## src/rtl/rr_arbiter8.sv

```systemverilog
// Eight-requester round-robin arbiter with request/grant/ack handshake.
// Emits a registered binary grant index and valid flag for the downstream 3-to-8 decoder.
module rr_arbiter8 #(
  parameter int NREQ = 8,
  parameter int IDXW = 3,
  parameter int CNTW = 8
) (
  input  logic            clk,
  input  logic            rst,
  input  logic [NREQ-1:0] req,
  input  logic            ack,
  output logic [IDXW-1:0] grant_idx,
  output logic            grant_valid,
  output logic [CNTW-1:0] grant_count
);

  typedef enum logic [0:0] {
    IDLE  = 1'b0,
    GRANT = 1'b1
  } state_t;

  state_t            state_q, state_d;
  logic [IDXW-1:0]   ptr_q, ptr_d;
  logic [IDXW-1:0]   idx_q, idx_d;
  logic              valid_q, valid_d;
  logic [CNTW-1:0]   count_q, count_d;

  // First asserted request at or after the pointer, wrapping modulo NREQ.
  function automatic logic [IDXW-1:0] pick_next(input logic [NREQ-1:0] r,
                                                input logic [IDXW-1:0] p);
    logic [IDXW-1:0] cand;
    logic            found;
    pick_next = p;
    found     = 1'b0;
    for (int i = 0; i < NREQ; i++) begin
      cand = p + IDXW'(i);
      if (!found && r[cand]) begin
        pick_next = cand;
        found     = 1'b1;
      end else begin
        found     = found;
      end
    end
  endfunction

  function automatic logic [CNTW-1:0] sat_inc(input logic [CNTW-1:0] c);
    sat_inc = (c == {CNTW{1'b1}}) ? c : c + CNTW'(1);
  endfunction

  // Next-state and output decode.
  always_comb begin
    state_d = state_q;
    ptr_d   = ptr_q;
    idx_d   = idx_q;
    valid_d = valid_q;
    count_d = count_q;
    case (state_q)
      IDLE: begin
        valid_d = 1'b0;
        if (|req) begin
          idx_d   = pick_next(req, ptr_q);
          valid_d = 1'b1;
          state_d = GRANT;
        end else begin
          state_d = IDLE;
        end
      end
      GRANT: begin
        // Ack wins over a simultaneous withdrawal so the transfer is counted.
        if (ack) begin
          ptr_d   = idx_q + IDXW'(1);
          count_d = sat_inc(count_q);
          valid_d = 1'b0;
          state_d = IDLE;
        end else if (!req[idx_q]) begin
          ptr_d   = idx_q + IDXW'(1);
          valid_d = 1'b0;
          state_d = IDLE;
        end else begin
          state_d = GRANT;
        end
      end
      default: begin
        valid_d = 1'b0;
        state_d = IDLE;
      end
    endcase
  end

  // State registers with synchronous reset.
  always_ff @(posedge clk) begin
    if (rst) begin
      state_q <= IDLE;
      ptr_q   <= '0;
      idx_q   <= '0;
      valid_q <= 1'b0;
      count_q <= '0;
    end else begin
      state_q <= state_d;
      ptr_q   <= ptr_d;
      idx_q   <= idx_d;
      valid_q <= valid_d;
      count_q <= count_d;
    end
  end

  assign grant_idx   = idx_q;
  assign grant_valid = valid_q;
  assign grant_count = count_q;

endmodule

```

## config.mk

```make
export PLATFORM = sky130hd
export DESIGN_NAME = rr_arbiter8
export DESIGN_NICKNAME = d
export VERILOG_FILES = /design/src/rtl/rr_arbiter8.sv
export SDC_FILE = /design/constraint.sdc
export NUM_CORES = 1
export LEC_CHECK = 0
export ABC_AREA = 1
export CORE_MARGIN = 5
export CORE_UTILIZATION = 45
export CTS_BUF_LIST = sky130_fd_sc_hd__clkbuf_4 sky130_fd_sc_hd__clkbuf_8
export DETAILED_ROUTE_END_ITERATION = 10
export MAX_ROUTING_LAYER = met4
export PLACE_DENSITY = 0.68
export RECOVER_POWER = 50
export SLEW_MARGIN = 20
export SYNTH_ARGS = -nofsm -noshare
export SYNTH_HDL_FRONTEND = slang
export SYNTH_SLANG_ARGS = --single-unit
```

## constraint.sdc

```tcl
create_clock -name clk -period 4.28 [get_ports clk]
set_input_delay 0.856 -clock clk [delete_from_list [all_inputs] [get_ports clk]]
set_output_delay 0.856 -clock clk [all_outputs]
set_load 0.03 [all_outputs]
```

## After elaboration in Yosys (flattened, before gate mapping)

Cells that the tools add are included.

| storage, ports and cells | value |
|---|---|
| register bits | 16 |
| output and inout bits | 12 |
| word-level logic and storage cells | 101 |

| operators by class | value |
|---|---|
| add/subtract/negate cells | 9 |
| order comparisons | 9 |
| equality and inequality tests | 3 |
| muxes and demuxes | 55 |
| bitwise operators | 2 |
| reduce and logical (&&, ||, !) cells | 18 |

Operators by type and width:

| operator | count |
|---|---|
| < comparator 3 x 4 -> 1 bit, second input constant | 9 |
| two-way mux 1 bit | 35 |
| binary-select mux 1 bit (select 3 bit) | 9 |
| two-way mux 3 bit | 9 |
| adder 3 bit, second input constant | 4 |
| adder 8 x 1 -> 8 bit, second input constant | 1 |
| == test 8 bit, second input constant | 1 |
| OR reduction 8 bit | 1 |
| logical AND 1 bit | 7 |
| zero test 1 bit | 7 |
| adder 3 x 1 -> 3 bit, second input constant | 2 |
| adder 3 x 2 -> 3 bit, second input constant | 2 |
| case mux 1 bit (2 select lines) | 2 |
| AND reduction 2 bit | 2 |
| inequality test 3 bit, second input constant | 1 |
| AND reduction 3 bit | 1 |
| inequality test 2 bit, second input constant | 1 |
| inverter 1 bit | 2 |

## Depth between registers and ports, before layout

| logic depth | value |
|---|---|
| depth in word-level cells | 38 |
| depth in mapped cells | 20 |
| mapped depth without buffers | 17 |

## Worst setup path before layout

OpenSTA, ideal clock, no wires.

| timing path | value |
|---|---|
| path type | register to register |
| from | reg ptr_q[0] |
| to | reg idx_q[0], in the netlist grant_idx[0] |
| arrival time | 2.157 ns |
| setup slack | 2.010 ns |
| stages on the path, launching flop included | 18 |
| path buffers | 3 |
| clock period less this slack | 2.270 ns |
| path through | dfxtp_1 -> buf_6 -> inv_4 -> buf_12 -> ha_1 -> buf_4 -> inv_1 -> nand3_2 -> nand2_2 -> nand2_2 -> nand2_4 -> nand3_4 -> nor2_8 -> nand3_2 -> nor2_4 -> nor3_1 -> o21ai_1 -> inv_1 |

| on the way | value |
|---|---|
| longest elaborated chain between the ends | 38 |

Ends and longest elaborated chain:

| item | line | text |
|---|---|---|
| start: declaration | 23 | `logic [IDXW-1:0] ptr_q, ptr_d;` |
| start signal: assignment | 100 | `ptr_q <= ptr_d;` |
| binary-select mux 1 bit (select 3 bit) | 37 | `if (!found && r[cand]) begin` |
| two-way mux 1 bit (not written as such) | 37 |  |
| two-way mux 1 bit | 37 |  |
| two-way mux 1 bit | 60 | `if (\|req) begin` |
| two-way mux 1 bit | 57 | `case (state_q)` |
| zero test 1 bit | 37 |  |
| logical AND 1 bit | 37 |  |
| two-way mux 1 bit | 37 |  |
| [... 22 more ...] | n/a |  |
| zero test 1 bit | 37 |  |
| logical AND 1 bit | 37 |  |
| two-way mux 1 bit | 37 |  |
| two-way mux 1 bit | 60 |  |
| two-way mux 1 bit | 57 |  |
| zero test 1 bit | 37 |  |
| logical AND 1 bit | 37 |  |
| two-way mux 3 bit * | 37 |  |
| end signal: assignment | 101 | `idx_q <= idx_d;` |
| end: declaration | 24 | `logic [IDXW-1:0] idx_q, idx_d;` |

Mark *: on every way between the ends. The rest lies on a longest branch, timed or not. The select of a mux whose other input is x is not followed.
A chain may end at the register's enable or synchronous reset.

## Worst setup path in the final report

Ends and elaborated chain as after synthesis.

==> flow_summary_export.csv <==
group,metric,value,unit
timing,min_period_over_period,0.6394,
timing,max_freq,365.4,MHz
timing,setup_viol,0,
floorplan,io_pins,23,
drt,vias_per_cell,4.967,
worst_setup_path,reg2reg_slack,1.54,ns
clock_network,postCtsSetupBuffers,0,
floorplan,initial_core_util,0.4684,
timing,setup_tns,0,ns
worst_setup_path,ff2ff_path_depth,15,
synthesis,syn_nets,253,
flow_run,cap_violations,0,
floorplan,die_area,4784,sq um
place,io_buffers,22,
clock_network,ctsHoldBuffers,0,
timing,fin_ws,1.543,ns
worst_setup_path,cp_common_cell,"nand2_1",
synthesis,synth.avg_cell_area,6.619,sq um
drt,drt_iter0_markers,113,
global_routing,globalRouteOverflowTotal,0,
final_layout,fin_cells,305,
floorplan,die_y,69.17,um
timing,drv_slew,0,
timing,skew,0.0007593,ns
synthesis,synth_cell_type_count,33,
outcome,outcome,"finished clean",
global_routing,grt_max_degree,13,
place,gp_congestion,0.8987,
global_routing,grt.total_usage,0.1604,
worst_setup_path,slowest_stage,"dfxtp_1",
timing,slew_headroom,0.7324,
synthesis,synth_cells,238,
worst_setup_path,cp.arrival,2.92,ns
power,peakVddDrop,214.0,uV
place,hpwl,2970,um
drt,drt_first_pass_iters,4,
power,p_leak,0.8391,nW
synthesis,yosysWarnings,0,
synthesis,ys_ff_latch,16,
global_routing,grt_pass1_vias,1455,
final_layout,layout.nets,275,
global_routing,grt_pass1_wl,6313,um
final_layout,antenna_cells,0,
power,powerDensity,500.1,nW/um^2
drt,vias,1515,
clock_network,cts.htree.levels,1,
worst_setup_path,slowest_delay,0.57,ns
final_layout,fillCellCount,366,
clock_network,ctsResizeCount,0,
drt,drtAntennaViolNets,0,
drt,drc_errors,0,
timing,rsz0062_at_grt,"no",
timing,fin_crit,2.737,ns
floorplan,fp.dieW,69.17,um
clock_network,cts_buffers,3,
timing,worst_slew_pin_slew,0.4008,ns
min_path,min_path_cells,2,
worst_setup_path,crit_type,"reg2reg",
clock_network,clk_path_buf_depth,2,
clock_network,clock_latency,0.28,ns
worst_setup_path,start_kind,"flop",
power,p_total,0.9179,mW
synthesis,ys_seq_area_frac,0.2033,
drt,wl,3623,um
place,dpl_worst_slack,1.468,ns
synthesis,synthesis.area,1575,sq um
final_layout,area_growth,16.52,%
worst_setup_path,crit_family,"simple AND/OR/NAND/NOR gates",
worst_setup_path,path_max_fanout,12,
worst_setup_path,critical_path_buf_inv_count,4,
worst_setup_path,endpoint_kind,"flop",
clock_network,tritoncts,"yes",
final_layout,drive_gt1_frac,0.1737,
drt,avgRoutedWirePerCell,11.88,um
clock_network,clk_pin_slew,0.09,ns
floorplan,rows,21,
clock_network,cts-root-buf,"clkbuf_4",
floorplan,core_area,3363,sq um
worst_setup_path,cp.depth,15,
min_path,hold_path_class,"reg2reg",
timing,hold_violations,0,
place,dp.cells,301,
clock_network,clkSinkCount,16,
worst_setup_path,worstPathCellList,"inv_4 -> ha_1 -> inv_1 -> nand3_1 -> nand2_1 -> nand2_1 -> nand2_1 -> inv_2 -> nor2_8 -> nand3_2 -> nand3_1 -> o21ai_1 -> nand2_1 -> o21ai_1 -> inv_1",
global_routing,antenna_found_initial,0,
worst_setup_path,crit_required,4.46,ns
-- power breakdown --
part           total (mW)  internal, mW  switching (mW)
sequential          0.214         0.171          0.0430
clock              0.0957        0.0517          0.0440
combinational       0.608         0.210           0.398
-- synth_stat cells (all sizes together) --
| cell type | count | area [sq um] |
|---|---|---|
| a211oi | 2 | 15.01 |
| a21oi | 14 | 73.82 |
| and3 | 1 | 6.260 |
| buf | 5 | 53.80 |
| clkinv | 1 | 3.750 |
| dfxtp | 16 | 320.3 |
| ha | 4 | 50.05 |
| inv | 26 | 100.1 |
| nand2 | 69 | 339.1 |
| nand3 | 39 | 267.8 |
| nand4 | 1 | 6.260 |
| nor2 | 33 | 162.7 |
| nor3 | 1 | 5.000 |
| nor4 | 2 | 12.51 |
| o21a | 1 | 7.510 |
| o21ai | 14 | 70.07 |
| o21bai | 1 | 11.26 |
| o221ai | 1 | 8.760 |
| o32ai | 1 | 8.760 |
| xnor2 | 2 | 17.52 |
| xor2 | 4 | 35.03 |
-- kinds of logic (layout without fill, tap and decap cells) --
group	Yosys count	after routing	share of synthesized area
xor+xnor	6	6	0.03336
buf+inv	32	53	0.1001
compound gates	34	34	0.1239
fa+ha+maj	4	4	0.03177
flops	16	16	0.2033
simple gates	146	146	0.5075
-- cell type report --
cell class / instances / area [sq um] / share of cell area
Multi-Input combinational cell: 190 / 1097 / 0.5978
Sequential cell: 16 / 320.3 / 0.1745
Timing Repair Buffer: 22 / 220.2 / 0.1200
Inverter: 27 / 103.9 / 0.05658
Tap cell: 46 / 57.56 / 0.03136
Clock buffer: 4 / 36.28 / 0.01977
-- registers in the layout, summed over array words and instances (netlist names) --
| register | count |
|---|---|
| grant_count | 8 |
| grant_valid | 1 |
| ptr_q | 3 |
| grant_idx | 3 |
| state_q | 1 |
-- worst paths after layout --
kind	from	to
worst max-delay path	ptr_q[0]	grant_idx[0]
worst min register to register	grant_valid	grant_valid
worst max register to register	ptr_q[0]	grant_idx[0]
worst min-delay path	grant_valid	grant_valid
-- through the flow --
stage | hold slack, ns | instance area, sq um | utilization
floorplan | 0.5619 | 1575 | -
global placement | 0.4687 | 1799 | 0.5350
detailed placement | 0.4739 | 1799 | 0.5350
CTS | 0.4921 | 1836 | 0.5458
global route | 0.5088 | 1836 | 0.5458
finish | 0.4816 | 1836 | 0.5458
-- metal layers --
layer	vias to the layer above	global-route usage	part of all wire
li1	818	-	-
met1	663	0.2005	0.48
met2	28	0.2669	0.49
met3	6	0.01163	0.019
met4	0	0.06508	0.015
met5	-	-	0
-- cell usage in the layout, fill, tap and decap left out --
cell	count
a21oi_2	1
and3_1	1
clkbuf_4	3
o21ai_1	2
o21bai_2	1
nand3_2	12
dfxtp_1	16
nand4_1	1
a211oi_1	2
nand3_1	26
ha_1	4
xnor2_1	2
clkbuf_8	1
nor2_4	3
clkdlybuf4s50_1	15
nand3_4	1
nand2_1	53
nor4_1	2
nor3_1	1
inv_2	5
inv_1	20
nor2_8	1
o21ai_0	12
a21oi_1	13
nand2_2	8
xor2_1	4
o21a_1	1
dlygate4sd3_1	7
nand2_4	8
o221ai_1	1
o32ai_1	1
nor2_1	29
inv_4	1
clkinv_1	1
-- worst reg2reg max path: stages (launching register included) --
cell and delay (ns):
dfxtp_1 0.57, inv_4 0.19, ha_1 0.54, inv_1 0.21
nand3_1 0.14, nand2_1 0.10, nand2_1 0.08, nand2_1 0.08
inv_2 0.12, nor2_8 0.06, nand3_2 0.09, nand3_1 0.10
o21ai_1 0.13, nand2_1 0.06, o21ai_1 0.12, inv_1 0.05
Note: power is estimated with default switching activity, not from simulation.
